**src/rtl/win_check_controller.sv**
```systemverilog
// ---------------------------------------------------------------------------
// win_check_controller
//   Sequences the Connect-4 win-detection datapath after every move. Each
//   accepted start reloads the combo shifter (one LOAD cycle), then scans for
//   SEQ_LEN+PIPE_LAT cycles, leaving early when the recognizer reports a win.
//   The winner goes to game control through a busy/done handshake. game_over
//   is sticky until reset.
//
//   Optional feature macro: DRAW_DETECT_EN
//     When defined, a move counter saturates at CELLS. A no-win scan on a
//     full board reports a draw (winner=11) and ends the game.
//
// Ports
//   clock       in   1  system clock, posedge
//   resetn      in   1  asynchronous active-low reset
//   start       in   1  one-cycle request to check the board; taken only in IDLE
//   rec_out     in   2  recognizer result: 00 none, 01 red, 10 yellow, 11 none
//   rec_enable  out  1  shifter/recognizer enable: 0 reload/clear, 1 scan
//   busy        out  1  high from the cycle after an accepted start until done
//   done        out  1  one-cycle pulse when a check completes
//   winner      out  2  00 none, 01 red, 10 yellow, 11 draw
//   game_over   out  1  sticky, set once winner != 00
// ---------------------------------------------------------------------------
module win_check_controller #(
    parameter int unsigned SEQ_LEN  = 199,
    parameter int unsigned PIPE_LAT = 2,
    parameter int unsigned CELLS    = 42
) (
    input  logic       clock,
    input  logic       resetn,
    input  logic       start,
    input  logic [1:0] rec_out,
    output logic       rec_enable,
    output logic       busy,
    output logic       done,
    output logic [1:0] winner,
    output logic       game_over
);

    localparam int unsigned      CNT_W     = $clog2(SEQ_LEN + PIPE_LAT + 1);
    localparam logic [CNT_W-1:0] CNT_LAST  = CNT_W'(SEQ_LEN + PIPE_LAT - 1);
    localparam logic [CNT_W-1:0] CNT_VALID = CNT_W'(PIPE_LAT);

    typedef enum logic [2:0] {
        IDLE,
        LOAD,
        SCAN,
        REPORT,
        OVER
    } state_e;

    state_e           state_q, state_d;
    logic [CNT_W-1:0] cnt_q, cnt_d;
    logic             rec_enable_q, rec_enable_d;
    logic             busy_q, busy_d;
    logic             done_q, done_d;
    logic [1:0]       winner_q, winner_d;
    logic             game_over_q, game_over_d;

    logic             win_seen;
    logic             scan_last;

`ifdef DRAW_DETECT_EN
    localparam logic [5:0] MOVE_FULL = 6'(CELLS);
    logic [5:0] move_q, move_d;
`endif

    // Results in the first PIPE_LAT scan cycles still belong to the previous
    // scan, so they cannot end this one.
    assign win_seen  = (rec_out == 2'b01 || rec_out == 2'b10) && (cnt_q >= CNT_VALID);
    assign scan_last = (cnt_q == CNT_LAST);

    always_comb begin
        state_d     = state_q;
        cnt_d       = cnt_q;
        winner_d    = winner_q;
        game_over_d = game_over_q;
`ifdef DRAW_DETECT_EN
        move_d      = move_q;
`endif

        case (state_q)
            IDLE: begin
                if (start && !game_over_q) begin
                    state_d = LOAD;
`ifdef DRAW_DETECT_EN
                    if (move_q != MOVE_FULL) begin
                        move_d = move_q + 6'd1;
                    end
`endif
                end
            end
            LOAD: begin
                cnt_d   = '0;
                state_d = SCAN;
            end
            SCAN: begin
                cnt_d = cnt_q + CNT_W'(1);
                if (win_seen) begin
                    winner_d = rec_out;
                    state_d  = REPORT;
                end else if (scan_last) begin
                    state_d = REPORT;
`ifdef DRAW_DETECT_EN
                    if (move_q == MOVE_FULL) begin
                        winner_d = 2'b11;
                    end
`endif
                end
            end
            REPORT: begin
                if (winner_q != 2'b00) begin
                    game_over_d = 1'b1;
                    state_d     = OVER;
                end else begin
                    state_d = IDLE;
                end
            end
            OVER: begin
                state_d = OVER;
            end
            default: begin
                state_d = IDLE;
            end
        endcase

        // Outputs are registered from the next state, so they line up with the
        // state they describe.
        rec_enable_d = (state_d == SCAN);
        busy_d       = (state_d == LOAD) || (state_d == SCAN);
        done_d       = (state_d == REPORT);
    end

    always_ff @(posedge clock or negedge resetn) begin
        if (!resetn) begin
            state_q      <= IDLE;
            cnt_q        <= '0;
            rec_enable_q <= 1'b0;
            busy_q       <= 1'b0;
            done_q       <= 1'b0;
            winner_q     <= '0;
            game_over_q  <= 1'b0;
`ifdef DRAW_DETECT_EN
            move_q       <= '0;
`endif
        end else begin
            state_q      <= state_d;
            cnt_q        <= cnt_d;
            rec_enable_q <= rec_enable_d;
            busy_q       <= busy_d;
            done_q       <= done_d;
            winner_q     <= winner_d;
            game_over_q  <= game_over_d;
`ifdef DRAW_DETECT_EN
            move_q       <= move_d;
`endif
        end
    end

    assign rec_enable = rec_enable_q;
    assign busy       = busy_q;
    assign done       = done_q;
    assign winner     = winner_q;
    assign game_over  = game_over_q;

endmodule
```
**config.mk**
```make
export PLATFORM = sky130hd
export DESIGN_NAME = win_check_controller
export DESIGN_NICKNAME = d
export VERILOG_FILES = /design/src/rtl/win_check_controller.sv
export SDC_FILE = /design/constraint.sdc
export NUM_CORES = 1
export LEC_CHECK = 0
export ABC_AREA = 1
export BUFFER_PORTS_ARGS = -buffer_cell sky130_fd_sc_hd__buf_4
export CAP_MARGIN = 10
export CORE_UTILIZATION = 35
export CTS_CLUSTER_SIZE = 24
export DETAILED_ROUTE_END_ITERATION = 12
export PLACE_DENSITY = 0.56
export SLEW_MARGIN = 10
export SYNTH_ARGS = -nofsm -noshare
export SYNTH_HDL_FRONTEND = slang
export SYNTH_SLANG_ARGS = --single-unit
```
**constraint.sdc**
```tcl
create_clock -name clock -period 1.7 [get_ports clock]
set_input_delay 0.255 -clock clock [delete_from_list [all_inputs] [get_ports clock]]
set_output_delay 0.255 -clock clock [all_outputs]
set_load 0.02 [all_outputs]
```
==> results.py, run 1 <==
metrics = {
    "detailed_routing": {
        "ant_nets": 0,
        "remaining_drc_errors": 0,
        "drt-wirelength-per-cell_um": 11.0,
        "dr_total_vias": 722,
        "totalWireLength_um": 1710,
        "initialDrtViolationCount": 5,
        "dr.pass1.iters": 3,
        "viasPerCell": 4.63,
    },
    "final_layout": {
        "area_used_by_multi_input_combinational_logic_um2": 402,
        "layout.area.seq_um2": 425,
        "drive_above_1_share": 0.198,
        "num_antenna_cells": 0,
        "fin_nets": 135,
        "area_delta_synth_final_pct": 16.6,
        "fillCellCount": 252,
    },
    "sta": {
        "layout_min_cycle_time_ns": 1.29,
        "fin_worst_hold_slack_ns": 0.150,
        "setup_viol": 0,
        "unrepaired_setup_endpoints_after_global_routing": "no",
        "maxClockFrequency_ghz": 0.778,
        "worst_pin_slew_ns": 0.245,
        "fin_skew_ns": 0.00575,
        "finalSetupTns_ns": 0,
        "relSlewSlack": 0.836,
        "final_min_period_over_clock_period": 0.756,
        "final_hold_viol_count": 0,
        "timing_max_transition_violations_final": 0,
    },
    "global_routing": {
        "grt_overflow_total": 0,
        "grt_pass1_wl_um": 2840,
        "grt.total_usage": 0.148,
        "grt_antenna_before_repair": 0,
        "largest_net_degree_at_the_start_of_global_routing": 18,
        "via_count_of_the_first_global_routing_pass": 684,
    },
    "logic_synthesis": {
        "synth_largest_area_cell": "sky130_fd_sc_hd__dfrtp_1",
        "synth_top_flop_cell": "sky130_fd_sc_hd__dfrtp_1",
        "post_synth_inst_count": 111,
        "synth.distinct_cells": 22,
        "synthTopCellsByCount": "32 x sky130_fd_sc_hd__nand2_1, 17 x sky130_fd_sc_hd__dfrtp_1, 14 x sky130_fd_sc_hd__inv_1",
        "synthDominantCellAreaShare": 0.471,
        "synthesis.nets": 119,
        "yosysMostFrequentCell": "sky130_fd_sc_hd__nand2_1",
        "synth-async-reset-ratio": 1.00,
        "ys_seq_elements": 17,
        "sequential_element_share_of_the_synthesized_area": 0.471,
        "ys_warn_count": 0,
        "combined_area_of_all_synthesized_cells_um2": 903,
        "post_synth.cell_area_avg_um2": 8.14,
        "synth-edff-count": 0,
        "synth_area_leaders": "sky130_fd_sc_hd__dfrtp_1 47%, sky130_fd_sc_hd__nand2_1 13%, sky130_fd_sc_hd__inv_1 5.8%",
    },
    "run": {
        "maxCapViolCount": 0,
    },
    "floorplanning": {
        "die_h_um": 52.8,
        "fp-row-count": 18,
        "die_area_um2": 2790,
        "start_util": 0.368,
        "design.portCount": 11,
        "chipWidth_um": 52.8,
        "fp.coreArea_um2": 2450,
    },
    "clocking": {
        "cts_buffers": 3,
        "post_cts_resized": 0,
        "ctsHtreeMaxLevel": 1,
        "holdBufCountCts": 1,
        "post_cts.repair.setup_buffers": 0,
        "worst_setup_hold_path_clk_slew_ns": 0.10,
        "clk-insertion-delay-late_ns": 0.29,
        "clock-sinks": 17,
        "cts-root-buf": "sky130_fd_sc_hd__clkbuf_4",
        "tritoncts": "done",
        "cts-root-to-sink-buffers": 2,
    },
    "hold_path": {
        "worst_hold_path_type": "in -> reg",
    },
    "setup_path": {
        "crit_path_start_kind": "register",
        "critical_path_class": "reg -> reg",
        "worstSetupEndpointType": "register",
        "timing.critical_path.required_ns": 1.89,
        "timing.critical_path.arrival_ns": 1.47,
        "cp_max_fo": 4,
    },
    "place": {
        "detailedPlacementHpwl_um": 1290,
        "gp_congestion": 0.758,
        "portBuffers": 10,
    },
    "power_and_ir_drop": {
        "irDropWorstVdd_mv": 0.821,
        "p_leak_uw": 0.000561,
        "power.density_nw_per_um2": 1630,
    },
    "outcome": {
        "run_status": "complete, no violations",
    },
}
==> layer usage <==
layer	share of wire	vias to the layer above	wire [um]	GRT usage
met4	0.020	0	35	0.101
met1	0.52	329	886	0.193
met2	0.44	8	757	0.228
met3	0.019	4	32	0.0174
met5	0	-	0	0
li1	-	381	-	-
==> worst paths after layout <==
| path | start | to | slack (ns) | depth (start not counted) |
|---|---|---|---|---|
| setup / recovery | cnt_q[1] | busy | 0.41 | 7 |
| hold / removal | rec_out[1] | winner[0] | 0.15 | 2 |
| setup reg to reg | cnt_q[1] | busy | 0.41 | 7 |
| hold reg to reg | game_over | game_over | 0.49 | 2 |
| max in group asynchronous | resetn | cnt_q[3] | 1.15 | 2 |
| min in group asynchronous | resetn | state_q[1] | 0.36 | 2 |
==> cell type report <==
cell class,count,share of cell area
Clock inverter,1,0.00475
Timing Repair Buffer,11,0.0808
Inverter,19,0.0724
Tap cell,30,0.0356
Clock buffer,3,0.0214
Sequential cell,17,0.404
Multi-Input combinational cell,75,0.381
==> registers in the layout, indices dropped and copies added, names as in the netlist <==
name        flops
cnt_q           8
state_q         3
winner          2
busy            1
done            1
game_over       1
rec_enable      1
==> placed cells by master (no fill, tap or decap), drive strengths merged <==
cell         instances
nor2                12
nand3b               1
nand3                9
dlygate4sd3          1
nand4                2
clkbuf               3
o32ai                1
nand2               33
nor3                 1
ha                   3
clkinv               2
o211ai               1
inv                 18
dfrtp               17
buf                 10
o21ai                9
a21oi                1
o22ai                2
==> critical path, stage by stage (launching register included) <==
cell                      delay (ns)
sky130_fd_sc_hd__dfrtp_1        0.42
sky130_fd_sc_hd__inv_1          0.12
sky130_fd_sc_hd__ha_1           0.17
sky130_fd_sc_hd__nand2_1        0.05
sky130_fd_sc_hd__nor2_1         0.16
sky130_fd_sc_hd__nand3_2        0.11
sky130_fd_sc_hd__nand4_2        0.10
sky130_fd_sc_hd__nand2_1        0.05
==> logic make-up (layout without fill, tap and decap cells) <==
logic type	after synthesis	after routing	share of synthesized area
AOI/OAI and AO/OA	14	14	0.0873
and+or+nand+nor	58	58	0.316
DFF	17	17	0.471
adders and majority gates	3	3	0.0416
buffers and inverters	19	34	0.0845
==> power by group <==
| part | internal [uW] | switching [uW] |
|---|---|---|
| registers | 543 | 110 |
| logic | 312 | 538 |
| clock network | 87.3 | 126 |
| total | 942 | 774 |
==> per-stage QoR <==
stage | util | cell area [um2] | total power (uW) | instances | worst slack (ns)
floorplan | - | 903 | 1240 | 111 | 0.536
global placement | 0.414 | 1020 | 1490 | 151 | 0.476
detailed placement | 0.414 | 1020 | 1510 | 151 | 0.434
CTS | 0.429 | 1050 | 1740 | 156 | 0.402
global route | 0.429 | 1050 | 1870 | 156 | 0.224
finish | 0.429 | 1050 | 1720 | 156 | 0.415
Power figures use the tool's default switching activity.
==> run 2, diff against run 1 <==
- clock period: 1.7 -> 1.24 ns (I/O delays scaled with it)
==> results.py, run 2 (synthesized netlist as in run 1, its figures left out) <==
metrics = {
    "clocking": {
        "cts-root-buf": "sky130_fd_sc_hd__clkbuf_4",
        "worst_setup_hold_path_clk_slew_ns": 0.10,
        "clock-sinks": 17,
        "cts-root-to-sink-buffers": 2,
        "ctsHtreeMaxLevel": 1,
        "clk-insertion-delay-late_ns": 0.29,
        "cts_buffers": 3,
        "tritoncts": "done",
    },
    "floorplanning": {
        "start_util": 0.368,
        "chipWidth_um": 52.8,
        "fp-row-count": 18,
        "fp.coreArea_um2": 2450,
        "die_area_um2": 2790,
        "design.portCount": 11,
        "die_h_um": 52.8,
    },
    "detailed_routing": {
        "initialDrtViolationCount": 4,
        "totalWireLength_um": 1930,
        "ant_nets": 0,
        "remaining_drc_errors": 0,
        "dr_total_vias": 775,
        "dr.pass1.iters": 4,
        "viasPerCell": 4.81,
        "drt-wirelength-per-cell_um": 12.0,
    },
    "sta": {
        "timing_max_transition_violations_final": 0,
        "layout_min_cycle_time_ns": 1.24,
        "setup_viol": 1,
        "relSlewSlack": 0.848,
        "final_min_period_over_clock_period": 1.00,
        "final.setup.worst_slack_ns": -0.000821,
        "worst_pin_slew_ns": 0.227,
        "final_hold_viol_count": 0,
        "unrepaired_setup_endpoints_after_global_routing": "yes",
        "fin_skew_ns": 0.00555,
        "maxClockFrequency_ghz": 0.806,
    },
    "final_layout": {
        "num_antenna_cells": 0,
        "fin_nets": 140,
        "area_delta_synth_final_pct": 26.6,
        "largest-register": "cnt_q",
        "fillCellCount": 239,
        "most_frequent_cells_in_the_layout": "29 x sky130_fd_sc_hd__nand2_1, 16 x sky130_fd_sc_hd__dfrtp_1, 14 x sky130_fd_sc_hd__buf_4",
        "drive_above_1_share": 0.351,
        "layout.cells.most_common": "sky130_fd_sc_hd__nand2_1",
        "fin_util": 0.466,
        "largest_register_ff_count": 8,
    },
    "global_routing": {
        "grt_antenna_before_repair": 0,
        "largest_net_degree_at_the_start_of_global_routing": 18,
        "via_count_of_the_first_global_routing_pass": 740,
        "grt.total_usage": 0.161,
        "grt_pass1_wl_um": 3150,
        "grt_overflow_total": 0,
    },
    "setup_path": {
        "critical_path.max_stage_delay_ns": 0.41,
        "rrSetupSlack_ns": -0.0008,
        "worstSetupEndpointType": "register",
        "crit_path_start_kind": "register",
        "critical_path_class": "reg -> reg",
        "timing.critical_path.slowest_stage_cell": "sky130_fd_sc_hd__dfrtp_1",
        "cp_max_fo": 3,
        "timing.critical_path.arrival_ns": 1.43,
        "worstPathCellList": "inv_2, ha_4, inv_2, nand2_2, nor2_2, nand2_2, buf_6, nand3_2, a21oi_2",
        "timing.critical_path.required_ns": 1.42,
    },
    "power_and_ir_drop": {
        "power.density_nw_per_um2": 2320,
        "p_leak_uw": 0.000588,
        "irDropWorstVdd_mv": 1.17,
        "design_power_total_uw": 2650,
    },
    "hold_path": {
        "worst_hold_path_type": "in -> reg",
    },
    "place": {
        "detailedPlacementHpwl_um": 1330,
        "portBuffers": 10,
        "gp_congestion": 0.772,
    },
    "run": {
        "maxCapViolCount": 0,
    },
    "outcome": {
        "run_status": "complete, but fails checks",
        "violated_checks": "setup timing",
    },
}
[run 2: cell types whose count changed in the layout (fill, tap and decap cells not counted), moves of 2 or more]
cell | previous run | this run
sky130_fd_sc_hd__nor2_1 | 11 | 6
sky130_fd_sc_hd__nor2_2 | 0 | 5
sky130_fd_sc_hd__buf_4 | 10 | 14
sky130_fd_sc_hd__inv_1 | 14 | 10
sky130_fd_sc_hd__inv_2 | 4 | 8
sky130_fd_sc_hd__nand2_1 | 32 | 29
sky130_fd_sc_hd__ha_1 | 3 | 1
sky130_fd_sc_hd__nand2_2 | 1 | 3
[run 2: metrics by stage]
stage                     cells  cell area [um2]   TNS [ns]  hold slack (ns)  worst slack, ns
after floorplan             111              903          0           -0.110           0.0764
after global placement      154             1040          0           0.0650           0.0157
after detailed placement    154             1040    -0.0718           0.0677          -0.0385
after CTS                   160             1080    -0.0188           0.0814          -0.0188
after global routing        161             1140     -0.356           0.0729          -0.0759
final                       161             1140  -0.000821           0.0879        -0.000821
[run 2: cell type report]
| class | instances | area (um2) | share of cell area |
|---|---|---|---|
| multi-input combinational | 75 | 450 | 0.394 |
| sequential | 17 | 427 | 0.373 |
| timing repair buffer | 16 | 126 | 0.111 |
| inverter | 19 | 76.3 | 0.0667 |
| tap | 30 | 37.5 | 0.0328 |
| clock buffer | 4 | 26.3 | 0.0230 |
[run 2: metal layers]
| metal | up-vias | track usage | share of wire |
|---|---|---|---|
| met2 | 9 | 0.247 | 0.47 |
| li1 | 395 | - | - |
| met3 | 4 | 0.0348 | 0.021 |
| met5 | - | 0 | 0 |
| met4 | 0 | 0.0658 | 0.017 |
| met1 | 367 | 0.218 | 0.49 |
[run 2: worst max-delay path: cells and delay by family (launching register included)]
kind | cells | cell delay, ns
buf+inv | 3 | 0.25
fa+ha+maj | 1 | 0.15
flops | 1 | 0.41
compound gates | 1 | 0.05
simple gates | 4 | 0.29
[run 2: where the power goes]
part | internal [uW] | switching (uW) | total (uW) | leakage (uW)
clock | 125 | 175 | 300 | 0.0000150
sequential | 747 | 162 | 909 | 0.000217
combinational | 594 | 849 | 1440 | 0.000356
total | 1470 | 1190 | 2650 | 0.000588
[run 2: worst paths after layout]
| kind | from | end | cells past startpoint |
|---|---|---|---|
| setup / recovery | cnt_q[0] | done | 9 |
| hold / removal | rec_out[1] | winner[0] | 2 |
| setup reg to reg | cnt_q[0] | done | 9 |
| hold reg to reg | game_over | game_over | 2 |
| max in group asynchronous | resetn | cnt_q[1] | 2 |
| min in group asynchronous | resetn | cnt_q[6] | 2 |
[run 2: timing repair]
action / 4_1_cts / 5_1_grt
cloned: 0 / 0
buffers inserted: 1 / 1
endpoints found under the hold margin: 17 / 0
pin swaps: 4 / 6
resized for setup: 2 / 18
hold buffers: 1 / 0
endpoints found under the setup margin: 5 / 10
==> run 3, diff against run 2 <==
- ABC_AREA: 1 -> 0
==> results.py, run 3 <==
metrics = {
    "sta": {
        "fin_worst_hold_slack_ns": 0.0893,
        "fin_skew_ns": 0.00169,
        "worst_pin_slew_ns": 0.368,
        "final_min_period_over_clock_period": 1.12,
        "final.setup.worst_slack_ns": -0.147,
        "layout_min_cycle_time_ns": 1.39,
        "setup_viol": 9,
        "finalSetupTns_ns": -0.876,
        "unrepaired_setup_endpoints_after_global_routing": "yes",
        "relSlewSlack": 0.753,
        "timing_max_transition_violations_final": 0,
        "final_hold_viol_count": 0,
        "maxClockFrequency_ghz": 0.721,
    },
    "detailed_routing": {
        "remaining_drc_errors": 0,
        "ant_nets": 0,
        "drt-wirelength-per-cell_um": 15.2,
        "viasPerCell": 5.23,
        "dr_total_vias": 816,
        "dr.pass1.iters": 4,
        "totalWireLength_um": 2370,
        "initialDrtViolationCount": 7,
    },
    "final_layout": {
        "largest_register_ff_count": 8,
        "drive_above_1_share": 0.516,
        "fin_nets": 137,
        "largest-register": "cnt_q",
        "area_delta_synth_final_pct": 58.2,
        "layout.cells.most_common": "sky130_fd_sc_hd__buf_4",
        "num_antenna_cells": 0,
        "fillCellCount": 193,
        "most_frequent_cells_in_the_layout": "28 x sky130_fd_sc_hd__buf_4, 16 x sky130_fd_sc_hd__dfrtp_1, 8 x sky130_fd_sc_hd__o21ai_1, 8 x sky130_fd_sc_hd__buf_6",
    },
    "logic_synthesis": {
        "synth_largest_area_cell": "sky130_fd_sc_hd__dfrtp_1",
        "synth.distinct_cells": 27,
        "synth_top_flop_cell": "sky130_fd_sc_hd__dfrtp_1",
        "sequential_element_share_of_the_synthesized_area": 0.491,
        "ys_warn_count": 0,
        "synth-edff-count": 0,
        "synth_area_leaders": "sky130_fd_sc_hd__dfrtp_1 49%, sky130_fd_sc_hd__o21ai_0 6.9%, sky130_fd_sc_hd__ha_1 4.3%",
        "yosysMostFrequentCell": "sky130_fd_sc_hd__dfrtp_1",
        "synthTopCellsByCount": "17 x sky130_fd_sc_hd__dfrtp_1, 12 x sky130_fd_sc_hd__o21ai_0, 7 x sky130_fd_sc_hd__inv_1, 7 x sky130_fd_sc_hd__nand2_1, 5 x sky130_fd_sc_hd__nand3_1",
        "post_synth_inst_count": 87,
        "post_synth.cell_area_avg_um2": 9.97,
        "synthesis.nets": 95,
        "ys_seq_elements": 17,
        "synth-async-reset-ratio": 1.00,
        "synthDominantCellAreaShare": 0.491,
        "combined_area_of_all_synthesized_cells_um2": 867,
    },
    "setup_path": {
        "timing.critical_path.required_ns": 1.42,
        "cp_max_fo": 7,
        "timing.critical_path.arrival_ns": 1.56,
        "rrSetupSlack_ns": -0.15,
        "worstSetupEndpointType": "register",
        "crit_path_start_kind": "register",
        "timing.critical_path.from": "state_q[2]",
        "critical_path.endpoint": "rec_enable",
        "timing.reg2reg.worst_path_depth": 3,
        "crit-reg2reg-launch": "state_q[2]",
        "critical_path_class": "reg -> reg",
        "crit-reg2reg-capture": "rec_enable",
    },
    "clocking": {
        "cts-root-to-sink-buffers": 2,
        "worst_setup_hold_path_clk_slew_ns": 0.10,
        "cts_buffers": 3,
        "clk-insertion-delay-late_ns": 0.29,
        "clock-sinks": 17,
        "ctsHtreeMaxLevel": 1,
        "tritoncts": "done",
        "cts-root-buf": "sky130_fd_sc_hd__clkbuf_4",
    },
    "floorplanning": {
        "fp.coreArea_um2": 2280,
        "die_area_um2": 2680,
        "chipWidth_um": 51.8,
        "start_util": 0.381,
        "fp-row-count": 17,
        "die_h_um": 51.8,
        "design.portCount": 11,
    },
    "power_and_ir_drop": {
        "irDropWorstVdd_mv": 1.36,
        "p_leak_uw": 0.000640,
        "power.density_nw_per_um2": 2670,
    },
    "global_routing": {
        "grt_pass1_wl_um": 3710,
        "grt.total_usage": 0.196,
        "grt_overflow_total": 0,
        "largest_net_degree_at_the_start_of_global_routing": 18,
        "grt_antenna_before_repair": 0,
        "via_count_of_the_first_global_routing_pass": 838,
    },
    "place": {
        "gp_congestion": 0.759,
        "portBuffers": 10,
        "detailedPlacementHpwl_um": 1450,
    },
    "run": {
        "maxCapViolCount": 0,
    },
    "hold_path": {
        "worst_hold_path_type": "in -> reg",
    },
    "outcome": {
        "violated_checks": "setup timing",
        "run_status": "complete, but fails checks",
    },
}
run 3: changes by cell type after synthesis, sizes merged, moves of 3 or more:
| cell | delta |
|---|---|
| o21ai | +3 |
| a21oi | +3 |
| nor2 | -8 |
| inv | -11 |
| nand2 | -26 |
| nand3 | -4 |
| a31oi | +3 |
| xor2 | +3 |
run 3: cell type report:
type	instances	area [um2]	share of cell area
multi-input combinational	63	546	0.398
clock buffer	3	22.5	0.0164
timing repair buffer	37	310	0.226
sequential	17	427	0.311
inverter	7	26.3	0.0192
clock inverter	1	5.00	0.00365
tap	28	35.0	0.0255
run 3: worst min-delay path by stage:
stage	startpoint	slack, ns	endpoint	cells past startpoint
2_1_floorplan	resetn	-0.11	busy	0
3_3_place_gp	resetn	0.07	game_over	1
3_5_place_dp	resetn	0.07	game_over	1
4_1_cts	rec_out[1]	0.08	winner[0]	2
5_1_grt	rec_out[1]	0.07	winner[0]	2
6_report	rec_out[1]	0.09	winner[0]	2
run 3: cells by family (layout without fill, tap and decap cells):
family,after synthesis,count (layout),synth area share
compound gates,26,26,0.201
simple gates,29,30,0.182
xor+xnor,4,4,0.0404
buf+inv,8,48,0.0433
flops,17,17,0.491
fa+ha+maj,3,3,0.0433
run 3: power by group:
part           switching (uW)  leakage, uW  internal [uW]  total [uW]
Clock                     181    0.0000177            120         301
Combinational            1210     0.000401           1240        2450
Sequential                159     0.000221            746         905
run 3: repair_timing:
item / 4_1_cts / 5_1_grt
buffers inserted: 4 / 4
hold endpoints to repair: 17 / 0
pin swaps: 7 / 9
setup endpoints to repair: 14 / 15
hold buffers: 1 / 0
gates cloned: 0 / 1
resized for setup: 24 / 21
run 3: metrics by stage:
step / power [uW] / std cells / cell area [um2] / utilization / setup WS, ns
after floorplan: 1800 / 87 / 880 / - / -0.168
after global placement: 2510 / 143 / 1120 / 0.493 / -0.158
after detailed placement: 2540 / 143 / 1120 / 0.493 / -0.174
after CTS: 3280 / 152 / 1270 / 0.558 / -0.150
after global routing: 3910 / 156 / 1370 / 0.603 / -0.209
final: 3660 / 156 / 1370 / 0.603 / -0.147
run 3: critical path: stages, from the launching register on:
cell,delay [ns]
sky130_fd_sc_hd__dfrtp_1,0.40
sky130_fd_sc_hd__or3b_4,0.48
sky130_fd_sc_hd__o31ai_4,0.30
sky130_fd_sc_hd__nor2_1,0.09
run 3: layer usage:
| layer | wire (um) | global-route usage | vias to the layer above |
|---|---|---|---|
| met5 | 0 | 0 | - |
| met4 | 36 | 0.108 | 0 |
| met3 | 44 | 0.0263 | 4 |
| met2 | 1240 | 0.348 | 14 |
| met1 | 1050 | 0.225 | 401 |
| li1 | - | - | 397 |
